<file path="src/rtl/systolic_array_architecture.sv">
// ---------------------------------------------------------------------------
// systolic_array_architecture
//   Output-stationary DIM x DIM systolic matrix multiplier, C = A * B.
//   Operands are read combinationally from the internal arrays mem_a and mem_b,
//   which the environment preloads. The result is written row-major into mem_c,
//   one element per cycle.
//   FSM sequence: IDLE -> FEED (3*DIM-2 cycles) -> WRITE (DIM*DIM cycles) -> DONE.
//
// Ports
//   init            start request; sampled only in IDLE or DONE
//   rst             synchronous, active-high reset; takes priority over init
//   complete        high while in DONE
//   clk             rising-edge clock
//   base_address_A  row-major base address of A in mem_a (latched on start)
//   base_address_B  row-major base address of B in mem_b (latched on start)
//   base_address_C  row-major base address of C in mem_c (latched on start)
//   All address arithmetic wraps modulo 256.
//
// Build option
//   SA_SIGNED_EN  when defined, A/B are two's-complement and products are
//                 sign-extended. When undefined, operands are unsigned.
// ---------------------------------------------------------------------------

// One processing element. It accumulates a_in*b_in and forwards both operands
// one cycle later: a_in goes east and b_in goes south.
module sa_pe #(
  parameter int DATA_W = 8,
  parameter int ACC_W  = 32
) (
  input  logic              clk,
  input  logic              rst,
  input  logic              clr,
  input  logic              en,
  input  logic [DATA_W-1:0] a_in,
  input  logic [DATA_W-1:0] b_in,
  output logic [DATA_W-1:0] a_out,
  output logic [DATA_W-1:0] b_out,
  output logic [ACC_W-1:0]  acc
);
  logic [DATA_W-1:0] a_q, a_d, b_q, b_d;
  logic [ACC_W-1:0]  acc_q, acc_d, a_ext, b_ext;

`ifdef SA_SIGNED_EN
  assign a_ext = {{(ACC_W-DATA_W){a_in[DATA_W-1]}}, a_in};
  assign b_ext = {{(ACC_W-DATA_W){b_in[DATA_W-1]}}, b_in};
`else
  assign a_ext = {{(ACC_W-DATA_W){1'b0}}, a_in};
  assign b_ext = {{(ACC_W-DATA_W){1'b0}}, b_in};
`endif

  always_comb begin
    a_d   = a_q;
    b_d   = b_q;
    acc_d = acc_q;
    if (clr) begin
      a_d   = '0;
      b_d   = '0;
      acc_d = '0;
    end else if (en) begin
      a_d   = a_in;
      b_d   = b_in;
      // Both operands are already extended to ACC_W, so the product and the
      // sum wrap modulo 2^ACC_W.
      acc_d = acc_q + a_ext * b_ext;
    end
  end

  always_ff @(posedge clk) begin
    if (rst) begin
      a_q   <= '0;
      b_q   <= '0;
      acc_q <= '0;
    end else begin
      a_q   <= a_d;
      b_q   <= b_d;
      acc_q <= acc_d;
    end
  end

  assign a_out = a_q;
  assign b_out = b_q;
  assign acc   = acc_q;
endmodule

module systolic_array_architecture #(
  parameter int DIM    = 5,
  parameter int DATA_W = 8,
  parameter int ACC_W  = 32
) (
  input  logic       init,
  input  logic       rst,
  output logic       complete,
  input  logic       clk,
  input  logic [7:0] base_address_A,
  input  logic [7:0] base_address_B,
  input  logic [7:0] base_address_C
);
  typedef enum logic [1:0] {IDLE, FEED, WRITE, DONE} state_t;

  localparam int CNT_W = $clog2(DIM*DIM + 3*DIM);
  localparam int RC_W  = (DIM > 1) ? $clog2(DIM) : 1;
  localparam logic [CNT_W-1:0] FEED_LAST  = CNT_W'(3*DIM-3);
  localparam logic [CNT_W-1:0] WRITE_LAST = CNT_W'(DIM*DIM-1);
  localparam logic [RC_W-1:0]  RC_LAST    = RC_W'(DIM-1);

  // Operand and result storage. The environment loads these arrays directly.
  logic [255:0][DATA_W-1:0] mem_a;
  logic [255:0][DATA_W-1:0] mem_b;
  logic [255:0][ACC_W-1:0]  mem_c;

  state_t            state_q, state_d;
  logic [CNT_W-1:0]  cnt_q, cnt_d;        // FEED cycle t, then WRITE element index
  logic [RC_W-1:0]   row_q, row_d, col_q, col_d;
  logic [7:0]        base_a_q, base_a_d, base_b_q, base_b_d, base_c_q, base_c_d;
  logic              clr, feed, wr_en;
  logic [7:0]        wr_addr;
  logic [ACC_W-1:0]  c_sel;

  logic [DIM-1:0][DATA_W-1:0]        a_edge, b_edge;
  logic [DIM-1:0][DIM:0][DATA_W-1:0] a_h;  // a_h[i][j] feeds PE(i,j)
  logic [DIM:0][DIM-1:0][DATA_W-1:0] b_v;  // b_v[i][j] feeds PE(i,j)
  logic [DIM-1:0][DIM-1:0][ACC_W-1:0] acc;

  // Skewed edge injection: row i receives A[i][t-i] and column j receives
  // B[t-j][j]. This skew makes A[i][k] and B[k][j] meet in PE(i,j) at
  // cycle t = i+j+k.
  always_comb begin
    a_edge = '0;
    b_edge = '0;
    for (int i = 0; i < DIM; i++) begin
      if (feed && int'(cnt_q) >= i && int'(cnt_q) - i < DIM)
        a_edge[i] = mem_a[8'(int'(base_a_q) + i*DIM + int'(cnt_q) - i)];
    end
    for (int j = 0; j < DIM; j++) begin
      if (feed && int'(cnt_q) >= j && int'(cnt_q) - j < DIM)
        b_edge[j] = mem_b[8'(int'(base_b_q) + (int'(cnt_q) - j)*DIM + j)];
    end
  end

  for (genvar i = 0; i < DIM; i++) begin : g_row
    assign a_h[i][0] = a_edge[i];
    for (genvar j = 0; j < DIM; j++) begin : g_col
      sa_pe #(.DATA_W(DATA_W), .ACC_W(ACC_W)) u_pe (
        .clk   (clk),
        .rst   (rst),
        .clr   (clr),
        .en    (feed),
        .a_in  (a_h[i][j]),
        .b_in  (b_v[i][j]),
        .a_out (a_h[i][j+1]),
        .b_out (b_v[i+1][j]),
        .acc   (acc[i][j])
      );
    end
  end
  for (genvar j = 0; j < DIM; j++) begin : g_top
    assign b_v[0][j] = b_edge[j];
  end

  // The east and south edge outputs leave the array and are intentionally
  // dropped. mem_c is read only by the environment.
  logic [DIM-1:0][DATA_W-1:0] a_east;
  always_comb begin
    a_east = '0;
    for (int i = 0; i < DIM; i++) a_east[i] = a_h[i][DIM];
  end
  logic unused_sink;
  assign unused_sink = ^{a_east, b_v[DIM], mem_c};

  // C is contiguous in row-major order, so its address is base + element index.
  assign wr_addr = base_c_q + 8'(cnt_q);
  assign c_sel   = acc[row_q][col_q];

  always_comb begin
    state_d  = state_q;
    cnt_d    = cnt_q;
    row_d    = row_q;
    col_d    = col_q;
    base_a_d = base_a_q;
    base_b_d = base_b_q;
    base_c_d = base_c_q;
    clr      = 1'b0;
    feed     = 1'b0;
    wr_en    = 1'b0;
    complete = 1'b0;
    case (state_q)
      IDLE, DONE: begin
        complete = (state_q == DONE);
        if (init) begin
          base_a_d = base_address_A;
          base_b_d = base_address_B;
          base_c_d = base_address_C;
          cnt_d    = '0;
          row_d    = '0;
          col_d    = '0;
          clr      = 1'b1;
          state_d  = FEED;
        end
      end
      FEED: begin
        feed = 1'b1;
        if (cnt_q == FEED_LAST) begin
          cnt_d   = '0;
          state_d = WRITE;
        end else begin
          cnt_d = cnt_q + 1'b1;
        end
      end
      WRITE: begin
        // A reset in this cycle blocks the write, so mem_c keeps only the
        // elements written before the reset.
        wr_en = ~rst;
        if (col_q == RC_LAST) begin
          col_d = '0;
          row_d = (row_q == RC_LAST) ? '0 : row_q + 1'b1;
        end else begin
          col_d = col_q + 1'b1;
        end
        if (cnt_q == WRITE_LAST) state_d = DONE;
        else                     cnt_d   = cnt_q + 1'b1;
      end
      default: state_d = IDLE;
    endcase
  end

  always_ff @(posedge clk) begin
    if (rst) begin
      state_q  <= IDLE;
      cnt_q    <= '0;
      row_q    <= '0;
      col_q    <= '0;
      base_a_q <= '0;
      base_b_q <= '0;
      base_c_q <= '0;
    end else begin
      state_q  <= state_d;
      cnt_q    <= cnt_d;
      row_q    <= row_d;
      col_q    <= col_d;
      base_a_q <= base_a_d;
      base_b_q <= base_b_d;
      base_c_q <= base_c_d;
    end
  end

  // The memories are never reset. mem_a and mem_b only hold their contents,
  // which the environment loads.
  always_ff @(posedge clk) begin
    mem_a <= mem_a;
    mem_b <= mem_b;
    if (wr_en) mem_c[wr_addr] <= c_sel;
  end
endmodule

</file>
<file path="config.mk">
export PLATFORM = sky130hd
export DESIGN_NAME = systolic_array_architecture
export DESIGN_NICKNAME = d
export VERILOG_FILES = /design/src/rtl/systolic_array_architecture.sv
export SDC_FILE = /design/constraint.sdc
export NUM_CORES = 1
export LEC_CHECK = 0
export ABC_AREA = 1
export CELL_PAD_IN_SITES_DETAIL_PLACEMENT = 2
export CELL_PAD_IN_SITES_GLOBAL_PLACEMENT = 2
export CORE_UTILIZATION = 21
export CTS_CLUSTER_DIAMETER = 120
export CTS_CLUSTER_SIZE = 20
export DETAILED_ROUTE_END_ITERATION = 10
export PLACE_DENSITY_LB_ADDON = 0.1
export SYNTH_ARGS = -nofsm -noshare
export SYNTH_HDL_FRONTEND = slang
export SYNTH_SLANG_ARGS = --single-unit
export TNS_END_PERCENT = 10
</file>
<file path="constraint.sdc">
create_clock -name clk -period 3.4 [get_ports clk]
set_clock_uncertainty 0.15 [all_clocks]
set_input_delay 0.68 -clock clk [delete_from_list [all_inputs] [get_ports clk]]
set_output_delay 0.68 -clock clk [all_outputs]
set_load 0.01 [all_outputs]
</file>
==> flow_summary.json <==
{
  "max_cap_violations": 0,
  "startpoint_type": "flop",
  "viasPerCell": 4.458,
  "wl_met3_um": 28,
  "max_slew_margin_pct": 84.51,
  "dieArea_mm2": 0.002985,
  "cts_root_buffer": "clkbuf_4",
  "status": "completed",
  "rsz0062_at_grt": "false",
  "place.port_buffers": 3,
  "wl_per_cell_um": 12.46,
  "ios": 28,
  "grt_usage_pct": 13.02,
  "drive_above_1_share_pct": 14.44,
  "synthesis.instances": 84,
  "drtPass1Iterations": 2,
  "p_per_area_mw_per_mm2": 706.9,
  "h-tree-depth": 1,
  "cts.clk_slew.worst_paths_ns": 0.06,
  "wl_mm": 1.495,
  "wl_met2_um": 693,
  "finalHoldViolations": 0,
  "m1WireLength_um": 754,
  "cts_buffer_depth": 2,
  "leakage_nw": 0.2745,
  "grt_overflow": 0,
  "grt_pass1_wl_mm": 2.608,
  "final-setup-viol-count": 0,
  "drv_slew": 0,
  "core_mm2": 0.002545,
  "cts_hold_buf": 0,
  "hold_slack_ns": 0.3634,
  "start_util_pct": 22.86,
  "drc": 0,
  "fmax_mhz": 464.3,
  "postLayoutSetupSlackWorst_ns": 1.246,
  "grt_pass1_vias": 566,
  "vias": 535,
  "insertion_delay_ns": 0.26,
  "area_growth_pct": 15.48,
  "vdd_ir_drop_max_uv": 310.0,
  "antenna_found_initial": 0,
  "cp.required_ns": 2.57,
  "yosysWarnings": 0,
  "diodes": 0,
  "cts_tree": "done",
  "post-place-ws_ns": 1.411,
  "critPathArrivalTime_ns": 1.32,
  "period_minus_slack_ns": 2.154,
  "placed_area_um2": 649.4,
  "worstSetupEndpointType": "output port",
  "postRouteAntennaNets": 0,
  "instances_no_fill": 120,
  "top_layer": "met4",
  "grt_max_degree": 7,
  "worst-setup-path-type": "flop to output port",
  "worst_slew_pin_slew_ns": 0.2324,
  "fin_nets": 125,
  "drtIter0Drc": 1,
  "yosysSeqAreaShare_pct": 27.53,
  "placed_cells": 117,
  "syn_area_per_cell_um2": 6.926,
  "fin_crit_sh_pct": 63.35,
  "dp_hpwl_mm": 1.258,
  "syn_nets": 117,
  "post-cts-setup-buffer-count": 0,
  "cp_max_fo": 4,
  "die_w_um": 54.64,
  "synth_cell_types": 19,
  "die_h_um": 54.64,
  "tns_ns": 0,
  "synth_area_um2": 581.8,
  "cts_resized": 0,
  "cts-buffers-inserted": 3,
  "power.total_mw": 0.4750,
  "routabilityCongestion": 0.6884,
  "rows": 18,
  "design_area_um2": 671.9,
  "post-route-util_pct": 26.40,
  "clkSinkCount": 8,
  "hold_class": "flop to flop",
  "ys_ff_latch": 8
}
power breakdown:
group	total [mW]	internal (mW)	switching [mW]
Sequential	0.135	0.113	0.0221
Combinational	0.262	0.0914	0.171
Clock	0.0774	0.0407	0.0367
Total	0.475	0.245	0.230
worst max-delay path, cell delays in order (launching register included):
cell	delay (ns)
dfxtp_1	0.38
ha_1	0.16
clkdlybuf4s50_1	0.52
path summary, 6_finish.rpt:
kind / from / end / slack [ns] / depth (start not counted)
max: state_q[1]$_SDFFE_PP0P_ / complete / 1.25 / 2
min: state_q[1]$_SDFFE_PP0P_ / state_q[1]$_SDFFE_PP0P_ / 0.36 / 2
max reg2reg: state_q[0]$_SDFFE_PP0P_ / cnt_q[4]$_SDFFE_PP0P_ / 1.68 / 9
min reg2reg: state_q[1]$_SDFFE_PP0P_ / state_q[1]$_SDFFE_PP0P_ / 0.36 / 2
routing by layer:
layer	GRT usage, %	up-vias
met1	16.53	254
li1	-	277
met4	6.410	0
met3	4.167	2
met2	19.48	2
met5	0	-
final cells by class:
| type | instances | area [µm²] |
|---|---|---|
| Tap cell | 30 | 37.54 |
| Multi-Input combinational cell | 58 | 354.1 |
| Timing Repair Buffer | 3 | 30.03 |
| Sequential cell | 8 | 160.2 |
| Clock buffer | 3 | 22.52 |
| Inverter | 18 | 67.56 |
| Fill cell | 312 | 1873 |
placed cells by master, fill, tap and decap left out:
cell / netlist / final
a21oi_1: 4 / 4
o2111ai_1: 1 / 1
nor2_4: 1 / 1
o21ai_0: 3 / 3
nand4_4: 1 / 1
nand4_1: 2 / 2
or2_4: 1 / 1
clkinv_1: 1 / 1
nand2_1: 17 / 17
inv_1: 16 / 16
clkbuf_4: 0 / 3
nand3_2: 1 / 1
ha_1: 6 / 6
nor2_1: 7 / 7
nand2_2: 4 / 4
nor3_1: 1 / 1
dfxtp_1: 8 / 8
clkdlybuf4s50_1: 0 / 3
inv_2: 1 / 1
nand2_4: 1 / 1
nand3_1: 8 / 8
synthesized netlist by cell type (all sizes together):
master / count / area (µm²)
a21oi: 4 / 20.02
nand3: 9 / 50.05
dfxtp: 8 / 160.2
nor2: 8 / 37.54
o21ai: 3 / 15.01
or2: 1 / 8.760
nor3: 1 / 5.000
nand2: 22 / 100.1
o2111ai: 1 / 8.760
nand4: 3 / 33.78
clkinv: 1 / 3.750
inv: 17 / 63.81
ha: 6 / 75.07
registers in the layout (all words and copies together), names as in the netlist:
name	count
cnt_q	6
state_q	2
kinds of logic (layout without fill, tap and decap cells):
| logic type | Yosys count | after routing | synth area share (%) |
|---|---|---|---|
| buf+inv | 18 | 24 | 11.61 |
| fa+ha+maj | 6 | 6 | 12.90 |
| flops | 8 | 8 | 27.53 |
| simple gates | 44 | 44 | 40.43 |
| compound gates | 8 | 8 | 7.527 |
Note: power is estimated with default switching activity, not from simulation.
